<file path="src/rtl/i2s_pkg.sv">
// i2s_pkg: slot geometry and channel encoding shared by the I2S transmitter
// and the i2s_if receiver, so both sides agree on the wire format.
package i2s_pkg;

  localparam int SLOT_W   = 32;
  localparam int SAMPLE_W = 24;
  localparam int PAD_LSB  = 7;

  typedef enum logic {
    LEFT  = 1'b0,
    RIGHT = 1'b1
  } ws_chan_e;

  // One leading padding bit (sent on the WS edge), the sample MSB-first,
  // then zero padding to fill the slot.
  function automatic logic [SLOT_W-1:0] slot_word(input logic [SAMPLE_W-1:0] sample);
    return {1'b0, sample, {PAD_LSB{1'b0}}};
  endfunction

endpackage

</file>
<file path="src/rtl/i2s_clkgen.sv">
// i2s_clkgen: divides the system clock down to the I2S bit clock.
//   clk      in   system clock, rising edge
//   rstn     in   synchronous active-low reset
//   sck      out  registered bit clock, aclk / (2*CLK_DIV)
//   fall_evt out  high for the one aclk cycle whose edge drives sck low
module i2s_clkgen #(
  parameter int CLK_DIV = 4
) (
  input  logic clk,
  input  logic rstn,
  output logic sck,
  output logic fall_evt
);

  localparam int CW = (CLK_DIV > 1) ? $clog2(CLK_DIV) : 1;
  localparam logic [CW-1:0] DIV_MAX = CW'(CLK_DIV - 1);

  logic [CW-1:0] r_div_cnt;
  logic          r_sck;
  logic          w_wrap;

  assign w_wrap   = (r_div_cnt == DIV_MAX);
  // Combinational so the top can update WS/SD on the same edge SCK falls.
  assign fall_evt = w_wrap & r_sck;
  assign sck      = r_sck;

  always_ff @(posedge clk) begin
    if (!rstn) begin
      r_div_cnt <= '0;
      r_sck     <= 1'b0;
    end else if (w_wrap) begin
      r_div_cnt <= '0;
      r_sck     <= ~r_sck;
    end else begin
      r_div_cnt <= r_div_cnt + 1'b1;
    end
  end

endmodule

</file>
<file path="src/rtl/i2s_tx.sv">
// i2s_tx: I2S master transmitter for the sonar emitter DAC.
//   s_axis_aclk/aresetn   system clock, synchronous active-low reset
//   s_axis_tdata[23:0]    signed sample (upper byte ignored)
//   s_axis_tuser          channel, 0 = left, 1 = right
//   s_axis_tvalid/tready  AXI-Stream handshake; tready is per channel
//   SCK, WS, SD           registered I2S outputs, 32-bit slots
//   underflow             one-cycle pulse when a slot starts with no sample
module i2s_tx
  import i2s_pkg::*;
#(
  parameter int CLK_DIV = 4
) (
  input  logic        s_axis_aclk,
  input  logic        s_axis_aresetn,
  input  logic [31:0] s_axis_tdata,
  input  logic        s_axis_tuser,
  input  logic        s_axis_tvalid,
  output logic        s_axis_tready,
  output logic        SCK,
  output logic        WS,
  output logic        SD,
  output logic        underflow
);

  logic [SAMPLE_W-1:0] r_buf [2];
  logic [1:0]          r_buf_vld;
  logic [5:0]          r_fcnt;
  logic [SLOT_W-1:0]   r_shreg;
  logic                r_ws;
  logic                r_sd;
  logic                r_uf;

  logic       w_fall;
  logic [5:0] w_n;
  logic       w_ch;
  logic       w_slot_start;
  logic [4:0] w_bit_idx;
  logic       w_hs;
  logic       w_unused_tdata;

  i2s_clkgen #(.CLK_DIV(CLK_DIV)) u_clkgen (
    .clk      (s_axis_aclk),
    .rstn     (s_axis_aresetn),
    .sck      (SCK),
    .fall_evt (w_fall)
  );

  assign w_n            = r_fcnt + 6'd1;
  assign w_ch           = w_n[5];
  assign w_slot_start   = (w_n[4:0] == 5'd0);
  assign w_bit_idx      = 5'd31 - w_n[4:0];
  assign s_axis_tready  = ~r_buf_vld[s_axis_tuser];
  assign w_hs           = s_axis_tvalid & s_axis_tready;
  assign w_unused_tdata = ^s_axis_tdata[31:24];

  assign WS        = r_ws;
  assign SD        = r_sd;
  assign underflow = r_uf;

  always_ff @(posedge s_axis_aclk) begin
    if (!s_axis_aresetn) begin
      r_buf[0]  <= '0;
      r_buf[1]  <= '0;
      r_buf_vld <= 2'b00;
      r_fcnt    <= 6'd63;
      r_shreg   <= '0;
      r_ws      <= 1'b0;
      r_sd      <= 1'b0;
      r_uf      <= 1'b0;
    end else begin
      r_uf <= 1'b0;
      if (w_fall) begin
        r_fcnt <= w_n;
        r_ws   <= w_ch;
        if (w_slot_start) begin
          r_sd <= 1'b0;
          if (r_buf_vld[w_ch]) begin
            r_shreg         <= slot_word(r_buf[w_ch]);
            r_buf_vld[w_ch] <= 1'b0;
          end else begin
            r_shreg <= '0;
            r_uf    <= 1'b1;
          end
        end else begin
          r_sd <= r_shreg[w_bit_idx];
        end
      end
      // Write after the slot load: tready was low for a buffer being loaded,
      // so the two can only touch different channels in the same cycle.
      if (w_hs) begin
        r_buf[s_axis_tuser]     <= s_axis_tdata[SAMPLE_W-1:0];
        r_buf_vld[s_axis_tuser] <= 1'b1;
      end
    end
  end

endmodule

</file>
<file path="config.mk">
export PLATFORM = sky130hd
export DESIGN_NAME = i2s_tx
export DESIGN_NICKNAME = d
export VERILOG_FILES = /design/src/rtl/i2s_pkg.sv /design/src/rtl/i2s_clkgen.sv /design/src/rtl/i2s_tx.sv
export SDC_FILE = /design/constraint.sdc
export NUM_CORES = 1
export LEC_CHECK = 0
export ABC_AREA = 1
export BUFFER_PORTS_ARGS = -buffer_cell sky130_fd_sc_hd__buf_2
export CAP_MARGIN = 15
export CORE_ASPECT_RATIO = 0.7
export CORE_MARGIN = 2
export CORE_UTILIZATION = 58
export DETAILED_ROUTE_END_ITERATION = 16
export GPL_TIMING_DRIVEN = 0
export PLACE_DENSITY = 0.79
export SLEW_MARGIN = 20
export SYNTH_ARGS = -nofsm -noshare
export SYNTH_HDL_FRONTEND = slang
export SYNTH_HIERARCHICAL = 1
export SYNTH_SLANG_ARGS = --single-unit
</file>
<file path="constraint.sdc">
create_clock -name s_axis_aclk -period 2.5 [get_ports s_axis_aclk]
set_clock_uncertainty 0.1 [all_clocks]
set_input_delay 0.5 -clock s_axis_aclk [delete_from_list [all_inputs] [get_ports s_axis_aclk]]
set_output_delay 0.5 -clock s_axis_aclk [all_outputs]
set_load 0.03 [all_outputs]
</file>
==> metrics <==
outcome=complete, no violations; Internal Power=1979 uW; Pleak=slightly below 0.002 uW; Combinational Power Share=0.081; Filler cells=506; share of layout cells above drive strength 1=0.1314; post-synth cell types=23; Worst setup startpoint=s_axis_aresetn; synth warn=6; post-synthesis register bit count=86; pwr/cell area=614.9 nW/um^2; Post-synth EDFFs=48; clock share of power=0.326; worst r2r src=r_buf_vld[0]; FFs w/ async S/R, synth=0; total chip power=roughly 2600 uW; CORE AREA=approximately 6300 sq um; fin crit period=2.461 ns; first-pass GRT wire length=about 13,000 microns; WL final=just under 8000 microns; Syn Nets=501; DR pass1 iterations=5; Worst-Skew Late Latency=approximately 0.36 ns; WL per Instance=13.00 microns; routed vias=roughly 3,000; CTS tree=yes; Arr. time, crit path=about 2.4 ns; area share of the largest cell type after synthesis=0.3737; Sw Share=0.2521; Final period util=0.9843; Flop pwr share=0.593; vias per cell=slightly above 5; Switch Pwr=between 600 and 700 uW; Area growth syn-to-layout=11.55%; pre-CTS setup slack=-0.6217 ns; largest net degree at the start of global routing=25; Synth Cell Area=3857 sq um; RePlAce Congestion=0.9111; Final Setup Violations=0; Hold Vio Cnt, Final=0; Crit Path Class=in2reg; number of buffers created by CTS=9; Worst EP required=2.39 ns; crit end category=flop; Seq/Total Area, Yosys=0.5709; Primary FF master, synth=edfxtp_1; Max Cap Viol=0; Nets=544; commonest cells in the netlist=154 x nand2_1, 53 x nor2_1, 48 x edfxtp_1, 48 x nand3_1, 43 x inv_1; die width=101.5 microns; Max clock buf depth=2; Total GRT Usage=0.2322; Slew Viols, Final=0; Post-CTS Hold Buffers=0; Die H=72.23 microns; die footprint=7330 sq um; Initial Utilization=0.6088; initial antenna violation count=0; startpoint types=input port; Fmax achieved=0.4064 GHz; grt ovf=0; worst hold path class=in2reg; Hold Path Origin=s_axis_aresetn; Worst Tran Pin Value=0.6291 ns; Inserted Diodes=0; Area contributors post-synth=edfxtp_1 37%, dfxtp_1 20%, nand2_1 15%; I/O Buffers=32; syn avg cell area=8.349 sq um; dominant cell type by area after synthesis=edfxtp_1; Antenna Nets Post-Route=0; CTS clk-pin slew, worst paths=around 0.080 ns; most frequent cell after synthesis=nand2_1; H-tree depth=3; Clock Tree Root=clkbuf_8; Post-DP HPWL=5463 microns; DRT iter0 DRCs=approximately 190; final worst slack=0.03927 ns; RSZ-0062 raised after global routing=yes; Clock Sinks=86; I/O Pins=41; Worst Path Max Fanout=24; Core Rows=24; vias in the first global route=2,779; relative slew slack=0.5791; worst vdd ir=0.0003518 V; drt drc=0; post-synthesis instance total=~460
-- layout make-up --
type / instances / area [sq um] / area share
Tap cell: 91 / 113.9 / 0.02646
Inverter: 46 / 173.9 / 0.04042
Multi-Input combinational cell: 308 / 1358 / 0.3155
Clock inverter: 6 / 38.79 / 0.009014
Clock buffer: 10 / 127.6 / 0.02966
Timing Repair Buffer: 32 / 160.2 / 0.03722
Buffer: 22 / 128.9 / 0.02995
Sequential cell: 86 / 2202 / 0.5118
-- registers in the layout, indices dropped and copies added (netlist names) --
register	flops
r_buf	48
r_shreg	24
r_fcnt	6
r_buf_vld	2
u_clkgen/r_div_cnt	2
SD	1
WS	1
u_clkgen/sck	1
underflow	1
-- layer usage --
metal	vias to the layer above	part of all wire	wire, microns	global-route usage
met4	0	0.0077	60	0.06456
li1	1567	-	-	-
met2	73	0.45	3486	0.3473
met1	1398	0.50	3875	0.3318
met3	6	0.050	390	0.07129
met5	-	0	0	0
-- cells by family after synthesis --
group / Yosys count / share of synthesized area
simple gates: 264 / 0.2822
flops: 86 / 0.5709
buf+inv: 68 / 0.07849
compound gates: 41 / 0.05871
fa+ha+maj: 3 / 0.009732
-- path summary, 6_finish.rpt --
check                           to  slack, ns  cells after the start
max                   r_buf[0][11]       0.04                      5
min                   u_clkgen/sck       0.30                      3
max reg2reg           r_buf[0][11]       0.26                      4
min reg2reg  u_clkgen/r_div_cnt[0]       0.32                      1
-- through the flow --
step | cells | hold WS (ns) | instance area, sq um | TNS [ns] | util
floorplan | 462 | 0.2973 | 3857 | 0 | -
global placement | 585 | 0.3075 | 4131 | -27.32 | 0.6521
detailed placement | 585 | 0.3139 | 4131 | -29.60 | 0.6521
CTS | 601 | 0.2958 | 4298 | -10.99 | 0.6783
global route | 601 | 0.3226 | 4303 | -3.598 | 0.6791
finish | 601 | 0.3038 | 4303 | 0 | 0.6791
-- critical path, stage by stage --
cell and delay [ns]:
buf_2 0.10, clkbuf_1 0.44, nand3_1 0.38, clkbuf_1 0.37
nand2_2 0.55
-- layout by cell type, fill, tap and decap left out --
| cell type | netlist | final |
|---|---|---|
| a21oi_1 | 31 | 31 |
| buf_2 | 4 | 36 |
| buf_4 | 3 | 3 |
| buf_6 | 4 | 4 |
| clkbuf_1 | 11 | 12 |
| clkbuf_8 | 0 | 9 |
| clkinv_1 | 1 | 2 |
| clkinv_2 | 1 | 3 |
| clkinv_4 | 0 | 1 |
| clkinvlp_4 | 0 | 1 |
| dfxtp_1 | 38 | 38 |
| edfxtp_1 | 48 | 48 |
| ha_1 | 3 | 3 |
| inv_1 | 43 | 43 |
| inv_2 | 1 | 1 |
| inv_6 | 0 | 1 |
| nand2_1 | 154 | 152 |
| nand2_2 | 0 | 2 |
| nand2_4 | 1 | 1 |
| nand3_1 | 48 | 48 |
| nand3_4 | 1 | 1 |
| nand4_1 | 3 | 3 |
| nor2_1 | 53 | 53 |
| nor2_2 | 3 | 3 |
| nor3_1 | 1 | 1 |
| o211ai_1 | 4 | 4 |
| o21ai_0 | 5 | 5 |
| o21ai_4 | 1 | 1 |
-- power groups by stage --
stage | Combinational (uW) | Clock [uW] | Sequential [uW]
floorplan | 143 | 0 | 1600
global placement | 207 | 0 | 1600
detailed placement | 212 | 0 | 1600
CTS | 214 | 867 | 1570
global route | 241 | 919 | 1570
finish | 215 | 862 | 1570
-- timing repair --
action,4_1_cts,5_1_grt
setup endpoints to repair,48,48
hold endpoints to repair,0,0
buffers inserted,0,0
gates resized for setup,0,1
(Power assumes the default switching activity.)
